**src/rtl/lcd_write_sched.sv**
```systemverilog
// LCD bus write scheduler: power-on wait, round-robin arbitration between two
// byte requesters, then RS/DATA setup, timed EN strobe, hold and execution wait.
module lcd_write_sched #(
  parameter int unsigned POR_CYC       = 750000,
  parameter int unsigned EN_SETUP_CYC  = 2,
  parameter int unsigned EN_HIGH_CYC   = 25,
  parameter int unsigned EN_HOLD_CYC   = 2,
  parameter int unsigned EXEC_CYC      = 2500,
  parameter int unsigned LONG_EXEC_CYC = 82000,
  parameter int unsigned CNT_W         = 20
) (
  input  logic       clk,
  input  logic       reset_n,
  input  logic       req0,
  input  logic       rs0,
  input  logic [7:0] data0,
  output logic       gnt0,
  output logic       done0,
  input  logic       req1,
  input  logic       rs1,
  input  logic [7:0] data1,
  output logic       gnt1,
  output logic       done1,
  output logic       busy,
  output logic       RS,
  output logic       EN,
  output logic [7:0] DATA
);

  typedef enum logic [2:0] {
    S_INIT_WAIT,
    S_IDLE,
    S_SETUP,
    S_PULSE,
    S_HOLD,
    S_EXEC
  } state_t;

  localparam logic [CNT_W-1:0] POR_LD   = CNT_W'(POR_CYC - 1);
  localparam logic [CNT_W-1:0] SETUP_LD = CNT_W'(EN_SETUP_CYC - 1);
  localparam logic [CNT_W-1:0] HIGH_LD  = CNT_W'(EN_HIGH_CYC - 1);
  localparam logic [CNT_W-1:0] HOLD_LD  = CNT_W'(EN_HOLD_CYC - 1);
  localparam logic [CNT_W-1:0] EXEC_LD  = CNT_W'(EXEC_CYC - 1);
  localparam logic [CNT_W-1:0] LONG_LD  = CNT_W'(LONG_EXEC_CYC - 1);

  state_t           state_q, state_d;
  logic [CNT_W-1:0] timer_q, timer_d;
  logic             ptr_q, ptr_d;
  logic             owner_q, owner_d;
  logic             rs_q, rs_d;
  logic [7:0]       data_q, data_d;
  logic             en_q, en_d;
  logic             busy_q, busy_d;
  logic             gnt0_q, gnt0_d, gnt1_q, gnt1_d;
  logic             done0_q, done0_d, done1_q, done1_d;
  logic             pick1;
  logic             timer_zero;
  logic             long_cmd;

  assign timer_zero = (timer_q == '0);
  // Clear display / return home need the long execution wait.
  assign long_cmd   = !rs_q && (data_q inside {8'h01, 8'h02, 8'h03});

  always_comb begin
    state_d = state_q;
    timer_d = timer_q;
    ptr_d   = ptr_q;
    owner_d = owner_q;
    rs_d    = rs_q;
    data_d  = data_q;
    gnt0_d  = 1'b0;
    gnt1_d  = 1'b0;
    pick1   = 1'b0;

    case (state_q)
      S_INIT_WAIT: begin
        if (timer_zero) state_d = S_IDLE;
        else            timer_d = timer_q - CNT_W'(1);
      end
      S_IDLE: begin
        if (req0 || req1) begin
          // ptr_q=1 favours requester 1 when both are requesting.
          pick1   = req1 && (!req0 || ptr_q);
          owner_d = pick1;
          ptr_d   = !pick1;
          rs_d    = pick1 ? rs1 : rs0;
          data_d  = pick1 ? data1 : data0;
          gnt0_d  = !pick1;
          gnt1_d  = pick1;
          timer_d = SETUP_LD;
          state_d = S_SETUP;
        end
      end
      S_SETUP: begin
        if (timer_zero) begin
          state_d = S_PULSE;
          timer_d = HIGH_LD;
        end else begin
          timer_d = timer_q - CNT_W'(1);
        end
      end
      S_PULSE: begin
        if (timer_zero) begin
          state_d = S_HOLD;
          timer_d = HOLD_LD;
        end else begin
          timer_d = timer_q - CNT_W'(1);
        end
      end
      S_HOLD: begin
        if (timer_zero) begin
          state_d = S_EXEC;
          timer_d = long_cmd ? LONG_LD : EXEC_LD;
        end else begin
          timer_d = timer_q - CNT_W'(1);
        end
      end
      S_EXEC: begin
        if (timer_zero) state_d = S_IDLE;
        else            timer_d = timer_q - CNT_W'(1);
      end
      default: begin
        state_d = S_INIT_WAIT;
        timer_d = POR_LD;
      end
    endcase

    en_d   = (state_d == S_PULSE);
    busy_d = (state_d != S_IDLE);
    // done is registered, so raise it on entry to the final EXEC cycle.
    done0_d = (state_d == S_EXEC) && (timer_d == '0) && !owner_q;
    done1_d = (state_d == S_EXEC) && (timer_d == '0) && owner_q;
  end

  always_ff @(posedge clk or negedge reset_n) begin
    if (!reset_n) begin
      state_q <= S_INIT_WAIT;
      timer_q <= POR_LD;
      ptr_q   <= 1'b0;
      owner_q <= 1'b0;
      rs_q    <= 1'b0;
      data_q  <= '0;
      en_q    <= 1'b0;
      busy_q  <= 1'b1;
      gnt0_q  <= 1'b0;
      gnt1_q  <= 1'b0;
      done0_q <= 1'b0;
      done1_q <= 1'b0;
    end else begin
      state_q <= state_d;
      timer_q <= timer_d;
      ptr_q   <= ptr_d;
      owner_q <= owner_d;
      rs_q    <= rs_d;
      data_q  <= data_d;
      en_q    <= en_d;
      busy_q  <= busy_d;
      gnt0_q  <= gnt0_d;
      gnt1_q  <= gnt1_d;
      done0_q <= done0_d;
      done1_q <= done1_d;
    end
  end

  assign gnt0  = gnt0_q;
  assign gnt1  = gnt1_q;
  assign done0 = done0_q;
  assign done1 = done1_q;
  assign busy  = busy_q;
  assign RS    = rs_q;
  assign EN    = en_q;
  assign DATA  = data_q;

endmodule

```
**config.mk**
```make
export PLATFORM = sky130hd
export DESIGN_NAME = lcd_write_sched
export DESIGN_NICKNAME = d
export VERILOG_FILES = /design/src/rtl/lcd_write_sched.sv
export SDC_FILE = /design/constraint.sdc
export NUM_CORES = 1
export LEC_CHECK = 0
export CAP_MARGIN = 20
export CELL_PAD_IN_SITES_DETAIL_PLACEMENT = 2
export CELL_PAD_IN_SITES_GLOBAL_PLACEMENT = 2
export CORE_ASPECT_RATIO = 1.4
export CORE_MARGIN = 2
export CORE_UTILIZATION = 25
export CTS_CLUSTER_SIZE = 8
export DETAILED_ROUTE_END_ITERATION = 6
export MAX_ROUTING_LAYER = met4
export PLACE_DENSITY = 0.71
export SKIP_LAST_GASP = 1
export SLEW_MARGIN = 20
export SYNTH_ARGS = -nofsm -noshare
export SYNTH_HDL_FRONTEND = slang
export SYNTH_SLANG_ARGS = --single-unit
```
**constraint.sdc**
```tcl
create_clock -name clk -period 3.7 [get_ports clk]
set_input_delay 0.37 -clock clk [delete_from_list [all_inputs] [get_ports clk]]
set_output_delay 0.37 -clock clk [all_outputs]
set_load 0.005 [all_outputs]
```
After elaboration in Yosys (flattened, before gate mapping). Cells that the tools add are included. W data, S select, Z words.

$add $sub $neg: 1. Equality and inequality tests: 11. Muxes and demuxes: 19. Reduce and logical (&&, ||, !) cells: 17.

Operator list (number): $mux W20 (5); $pmux W20 S5 (1); $logic_not A20 Y1 (2); $sub A20 B1 Y20 const B (1); $mux W17 (1); $eq A8 B2 Y1 const B (2); $mux W3 (5); $pmux W3 S5 (1); $eq A3 B2 Y1 const B (3); $eq A3 B3 Y1 const B (3); $eq A8 B1 Y1 const B (1); $mux W8 (1); $logic_and A1 B1 Y1 (5); $mux W1 (5); $logic_not A1 Y1 (4); $eq A3 B1 Y1 const B (1); $logic_not A3 Y1 (1); $ne A3 B1 Y1 const B (1); $reduce_bool A3 Y1 (1); $logic_or A1 B1 Y1 (2); $reduce_and A2 Y1 (1); $reduce_or A2 Y1 (1).

Bits in registers: 40. Input bits: 22. Output and inout bits: 15. Logic and storage cells: 60.

Depth between registers and ports, before layout. Gate-level depths: netlist (run 1).

Depth in word-level cells: 9. Depth in mapped cells: 14. Mapped depth without buffers: 13.

Worst setup path before layout (run 1). No wires, ideal clock.

Path kind: register to register. Start: reg timer_q[0]. End: reg done0_q, in the netlist done0. Setup time: 0.101 ns. Arrival: 3.213 ns. Data required time: 3.599 ns. Path slack: 0.386 ns. Cell stages (with the launch flop): 15. Buffers on the path: 1. Period minus slack after synthesis: 3.314 ns. Path through: dfstp_2 inv_1 ha_1 or4b_1 buf_2 nor4_2 nand2_1 ha_1 nor2b_1 o32a_1 o2111ai_1 or3_1 nor4_1 nand4_1 nor4_1.

Word-level cells in the longest chain between the ends: 6. Elaborated cells on any way between the ends: 17. Those cells by class: add/sub: 1; eq/ne: 1; mux: 11; reduce/logical: 4.

Ends and longest elaborated chain: from (decl) (RTL line 47) `logic [CNT_W-1:0] timer_q, timer_d;`; from (signal assigned) (RTL line 151) `timer_q <= timer_d;`; $sub A20 B1 Y20 / $logic_not A20 Y1 (equally long branches); $mux W20, on equally long branches; $pmux W20 S5 * (RTL line 75) `case (state_q)`; via timer_d[0] (RTL line 47); $logic_not A20 Y1 * (RTL line 131) `done0_d = (state_d == S_EXEC) && (timer_d == '0) && !owner_q;`; $logic_and A1 B1 Y1 * (2 in series) (RTL line 131); via done0_d (RTL line 55) `logic done0_q, done0_d, done1_q, done1_d;`; to (signal assigned) (RTL line 160) `done0_q <= done0_d;`; to (decl) (RTL line 55).

Mark *: on every way through the listed nets, which the timed path passes. The rest lies on a longest branch. A chain may end at the register's enable or synchronous reset.

Worst setup path in the final report (run 1).
Start: reg timer_q[15]. End: reg done0_q, in the netlist done0.

Word-level cells in the longest chain between the ends: 6. Elaborated cells on any way between the ends: 17. Those cells by class: add/sub: 1; eq/ne: 1; mux: 11; reduce/logical: 4.

Ends and longest elaborated chain: $logic_not A20 Y1 * (RTL line 60) `assign timer_zero = (timer_q == '0);`; $mux W20, on equally long branches; $pmux W20 S5 * (RTL line 75); via timer_d[0] (RTL line 47); $logic_not A20 Y1 * (RTL line 131); $logic_and A1 B1 Y1 * (2 in series) (RTL line 131); via done0_d (RTL line 55).

Marked as above.

==> impl_metrics.toml, run 1 <==
[status]
status = "finished, final reports clean"

[worst_setup_path]
path_class = "reg -> reg"
timing.rr.end = "done0$_DFF_PN0_"
reg2reg_slack_ns = 0.15
max_stage_delay_ns = 0.67
cp_max_fo = 5
worstPathRequired_ns = 3.89
worst_path_max_delay_cell = "or4_1"
crit_chain = "or4_1, nor4_4, nand2_2, ha_1, nor2b_1, o21ai_0, o2111ai_1, or3_1, nor4_1, nand4_1, nor4_2"
r2r_cells = 11
worstReg2RegStart = "timer_q[15]$_DFF_PN0_"
critPathArrivalTime_ns = 3.74
cp-end-kind = "flip-flop"
worstSetupStartpointType = "flip-flop"

[global_route]
antenna_found_initial = 0
grt_first_pass_wirelength_microns = 15400
grt_usage_pct = 19.8
grt_pass1_vias = 2802
grt_max_degree = 41
grt_overflow_total = 0

[cells_and_area]
filler_cell_count = 1111
drive_above_1_share_pct = 15.8
multiInputGateArea_sq_um = 1380
design_area_sq_um = 3320
regArea_sq_um = 1020
finish.net_count = 359
num_antenna_cells = 0
area_growth_pct = 33.9

[logic_synthesis]
ys_seq_area_share_pct = 41.0
ys_types = 59
synth_edf_count = 0
synth-compound-area-share_pct = 20.4
ys_warn_count = 0
async_flop_share_pct = 100
synth-main-ff-cell = "dfrtp_1"
synth-simple-area-share_pct = 26.5
synth_top_family_by_area = "simple AND/OR/NAND/NOR gates"
ys_ff_latch = 40
synth_cells = 287
synth_xor_xnor_area_share_pct = 2.12
synthAdderAreaFrac_pct = 1.51
synthMuxAreaShare_pct = 3.68
syn_area_sq_um = 2480
synth.net_count = 312
syn_area_per_cell_sq_um = 8.65

[clock_network]
numCtsBuffers = 5
clk_pin_slew_ns = 0.06
cts_tree = "built"
clk_latency_ns = 0.29
cts_hold_buf = 0
root_buffer = "clkbuf_16"
cts.path.max_buffers = 2
h-tree-depth = 2
cts_sinks = 40

[sta]
maxSlewHeadroom_pct = 35.2
worst_pin_slew_ns = 0.972
setup_viol = 0
finalHoldViolCount = 0
period_share_pct = 95.9
slew_violations = 0
fin_skew_ns = 0.00450
tns_ns = 0
layout_min_cycle_time_ns = 3.55
fmax_mhz = 282

[routing]
num_vias = 2540
wl_microns = 9940
drc = 0
avgViaCountPerCell = 5.40
wire_per_inst_microns = 21.1
drt_iter0_markers = 121
antenna_left = 0
first_pass_iters = 4

[power_and_ir_drop]
p_leak_nw = 1.30
pwr_density_cell_nw_per_um2 = 344
irDropWorstVdd_mv = 0.166

[place]
io_buffers = 36
place_hpwl_microns = 7300
post_dp_cell_area_sq_um = 3060
place_congestion = 0.909

[floorplan]
ios = 37
dieWidth_microns = 88.2
num_rows = 43
dieHeight_microns = 122
initial_core_util_pct = 25.3
core_area_sq_um = 9790
die_area_sq_um = 10700

[worst_hold_path]
hp-class = "in -> async"

[run]
timing.max_cap.violations = 0
cell families after synthesis:
kind of cell	count (synthesis)
mux	9
flops	40
buf+inv	29
compound gates	77
simple gates	123
fa+ha+maj	3
xor+xnor	6
synthesized netlist by cell type, drive strengths merged, types with 8 or more instances:
cell type | count | share of area [%]
dfrtp | 26 | 26
inv | 16 | 2.4
clkbuf | 11 | 1.7
o21ai | 29 | 6.3
nor4 | 10 | 2.8
nand2 | 31 | 4.7
mux2i | 8 | 3.2
dfstp | 14 | 15
nor2 | 20 | 3.0
nand2b | 8 | 2.0
nor3 | 13 | 2.6
a21oi | 15 | 3.0
per-stage QoR:
stage / hold WS [ns] / power [mW] / util (%) / setup WS, ns / std cells
2_1_floorplan: 0.0744 / 0.464 / - / 0.386 / 287
3_3_place_gp: 0.483 / 0.504 / 31.3 / 0.225 / 460
3_5_place_dp: 0.498 / 0.505 / 31.3 / 0.0672 / 460
4_1_cts: 0.264 / 1.15 / 33.5 / 0.0356 / 468
5_1_grt: 0.307 / 1.17 / 33.9 / -0.0489 / 470
6_report: 0.233 / 1.14 / 33.9 / 0.152 / 470
critical path, delay by kind of cell (launching register included):
family,cells,cell delay [ns]
and+or+nand+nor,8,2.38
AOI/OAI and AO/OA,2,0.36
DFF,1,0.40
adders and majority gates,1,0.31
worst max path at each step:
stage | startpoint | endpoint | depth (start not counted)
floorplan | timer_q[0]$_DFF_PN1_ | done0$_DFF_PN0_ | 14
global placement | timer_q[0]$_DFF_PN1_ | done0$_DFF_PN0_ | 13
detailed placement | timer_q[0]$_DFF_PN1_ | done0$_DFF_PN0_ | 13
CTS | timer_q[0]$_DFF_PN1_ | done0$_DFF_PN0_ | 13
global route | timer_q[10]$_DFF_PN0_ | done1$_DFF_PN0_ | 12
finish | timer_q[15]$_DFF_PN0_ | done0$_DFF_PN0_ | 11
sequential cells by signal, summed over array words and instances, names as in the netlist:
signal,flops
DATA,8
EN,1
RS,1
busy,1
done0,1
done1,1
gnt0,1
gnt1,1
owner_q,1
ptr_q,1
state_q,3
timer_q,20
what timing repair did:
| item | in CTS | in global routing |
|---|---|---|
| endpoints found under the hold margin | 0 | 0 |
| resized for setup | 0 | 6 |
| buffers inserted | 0 | 2 |
| setup endpoints to repair | 0 | 2 |
metal layers:
layer	vias to the layer above	GRT usage (%)	share of wire (%)
li1	1150	-	-
met1	1288	20.4	38
met2	70	34.6	54
met3	32	2.91	3.1
met4	0	12.2	5.4
met5	-	-	0
cell usage in the layout, fill, tap and decap left out, drive strengths merged, types with 10 or more instances in the layout:
cell type / count
dfstp: 14
o21ai: 29
dfrtp: 26
a21oi: 15
nand2: 31
buf: 18
nor4: 10
nor2: 20
inv: 16
clkdlybuf4s50: 35
nor3: 13
where the power goes:
part           switching, mW  internal, mW  total [mW]
Clock                  0.190         0.455       0.645
Combinational         0.0236        0.0295      0.0531
Sequential           0.00227         0.441       0.443
Total                  0.216         0.926        1.14
cell type report:
class / instances / share of cell area (%)
clock inverter: 3 / 2.71
inverter: 16 / 1.81
multi-input combinational: 218 / 41.4
sequential: 40 / 30.7
clock buffer: 5 / 3.77
tap: 135 / 5.08
timing repair buffer: 53 / 14.5
Power figures use the tool's default switching activity.
==> run 2: changes to the inputs <==
--- a/config.mk
+++ b/config.mk
@@ -11,10 +11,12 @@
 export CORE_ASPECT_RATIO = 1.4
 export CORE_MARGIN = 2
 export CORE_UTILIZATION = 25
+export CTS_BUF_LIST = sky130_fd_sc_hd__clkbuf_8
 export CTS_CLUSTER_SIZE = 8
 export DETAILED_ROUTE_END_ITERATION = 6
 export MAX_ROUTING_LAYER = met4
 export PLACE_DENSITY = 0.71
+export RECOVER_POWER = 25
 export SKIP_LAST_GASP = 1
 export SLEW_MARGIN = 20
 export SYNTH_ARGS = -nofsm -noshare
==> run 2 against run 1 <==
The run now ends with capacitance limit, slew limit left. Sequential share of layout area is 0.47 points higher. Cell area is 1.4% lower. Combinational power hardly changed. Cell count stayed put. Clock skew is 0.0074 ns higher. Core utilization is 0.47 points lower. Clock power is 20% lower. Fmax is 2.9% higher. Non-clock buffer count stayed put. Routed wire length is 3.1% lower. Sequential cell count stayed put. First-iteration DRC count is 42% lower. Largest cell class unchanged. Largest power group unchanged. Highest routed layer unchanged.
==> impl_metrics.toml, run 2 (same netlist as run 1, synthesis figures left out) <==
[worst_setup_path]
critPathArrivalTime_ns = 3.67
max_stage_delay_ns = 0.58
cp_max_fo = 7
worst_path_max_delay_cell = "or4_4"
crit_chain = "or4_4, nor4_4, nand2_2, ha_1, nor2b_1, o32a_1, o2111ai_1, or3_1, nor4_2, nand4_1, buf_4, nor4_2"
worstSetupStartpointType = "flip-flop"
crit_family = "simple AND/OR/NAND/NOR gates"
path_class = "reg -> reg"
worst-path-buf-inv = 1
cp-end-kind = "flip-flop"
crit_top_cell = "nor4_2"
worstPathRequired_ns = 3.92

[floorplan]
initial_core_util_pct = 25.3
dieHeight_microns = 122
dieWidth_microns = 88.2
die_area_sq_um = 10700
ios = 37
core_area_sq_um = 9790
num_rows = 43

[power_and_ir_drop]
p_sw_uw = 205
p_leak_nw = 1.27
share_seq_of_total_power_pct = 43.7
pwr_density_cell_nw_per_um2 = 309
p_int_uw = 807
irDropWorstVdd_mv = 0.175
switching_share_pct = 20.3
total_power_mw = 1.01
pwr-share-clk_pct = 51.1
combPwrFrac_pct = 5.2

[place]
place_hpwl_microns = 7300
place_congestion = 0.909
pre_cts_ws_ns = 0.0672
placed_cells = 460
io_buffers = 36

[sta]
slew_violations = 41
rsz0062_at_grt = "no"
maxSlewHeadroom_pct = -57.0
worst_pin_slew_ns = 2.36
finalHoldViolCount = 0
layout_min_cycle_time_ns = 3.45
worst_slack_ns = 0.253
fmax_mhz = 290
period_share_pct = 93.2
tns_ns = 0
fin_skew_ns = 0.0119
setup_viol = 0

[run]
timing.max_cap.violations = 1

[routing]
drt_iter0_markers = 70
avgViaCountPerCell = 5.35
num_vias = 2516
first_pass_iters = 4
antenna_left = 0
drc = 0
wire_per_inst_microns = 20.5
wl_microns = 9630

[global_route]
grt_first_pass_wirelength_microns = 15200
grt_pass1_vias = 2795
grt_overflow_total = 0
antenna_found_initial = 0
grt_usage_pct = 19.6
grt_max_degree = 41

[clock_network]
clk_latency_ns = 0.32
clk_pin_slew_ns = 0.09
numCtsBuffers = 5
cts_hold_buf = 0
root_buffer = "clkbuf_8"
h-tree-depth = 2
cts_sinks = 40
cts.path.max_buffers = 2
cts_tree = "built"

[cells_and_area]
regMostFlops = "timer_q"
finish.net_count = 359
num_antenna_cells = 0
most-common-layout-cells = "35 x clkdlybuf4s50_1, 30 x nand2_1, 25 x dfrtp_1, 24 x o21ai_0, 20 x nor2_1"
area_growth_pct = 32.0
final_common_cell = "clkdlybuf4s50_1"
largest_reg_flops = 20
finish.utilization_pct = 33.5
fin_cells = 470
drive_above_1_share_pct = 16.4

[status]
status = "finished, violations left"
violations = "capacitance limit, slew limit"

[worst_hold_path]
hp-class = "reg -> reg"
run 2: cell count changes in the layout (fill, tap and decap cells not counted), sizes merged:
cell	before	now
buf	18	17
clkbuf	5	6
run 2: final cells by class:
| cell class | instances | area, sq um |
|---|---|---|
| clock buffers | 5 | 68.8 |
| clock inverters | 3 | 90.1 |
| fillers | 1123 | 6520 |
| inverters | 16 | 60.1 |
| multi-input cells | 218 | 1390 |
| flip-flops and latches | 40 | 1020 |
| well taps | 135 | 169 |
| repair buffers | 53 | 482 |
run 2: through the flow:
stage               hold WS [ns]  instance area (sq um)
global placement           0.483                   3060
detailed placement         0.498                   3060
floorplan                 0.0744                   2480
global route               0.534                   3280
CTS                        0.229                   3230
finish                     0.513                   3280
run 2: power groups by stage:
stage,combinational [mW],clock [mW],sequential [mW]
2_1_floorplan,0.0140,0,0.450
3_3_place_gp,0.0534,0,0.450
3_5_place_dp,0.0542,0,0.451
4_1_cts,0.0544,0.525,0.443
5_1_grt,0.0582,0.541,0.443
6_report,0.0529,0.517,0.443
run 2: path summary, 6_finish.rpt:
path                                        from               endpoint  slack, ns  cells after the start
max                        timer_q[10]$_DFF_PN0_        done1$_DFF_PN0_       0.25                     12
min                          owner_q$_DFFE_PN0P_    owner_q$_DFFE_PN0P_       0.51                      1
max reg2reg                timer_q[10]$_DFF_PN0_        done1$_DFF_PN0_       0.25                     12
min reg2reg                  owner_q$_DFFE_PN0P_    owner_q$_DFFE_PN0P_       0.51                      1
max in group asynchronous                reset_n  timer_q[10]$_DFF_PN0_       1.43                      1
min in group asynchronous                reset_n    DATA[7]$_DFFE_PN0P_       0.75                      1
run 2: what timing repair did:
action | 4_1_cts | 5_1_grt
gates cloned | 0 | 0
resized for setup | 1 | 8
buffers inserted | 0 | 2
pin swaps | 0 | 3
setup endpoints to repair | 1 | 2
run 2: metal layers:
layer,up-vias,share of wire [%],GRT usage [%]
li1,1144,-,-
met1,1268,39,21.1
met2,74,53,33.2
met3,30,3.0,2.98
met4,0,5.6,11.9
met5,-,0,-
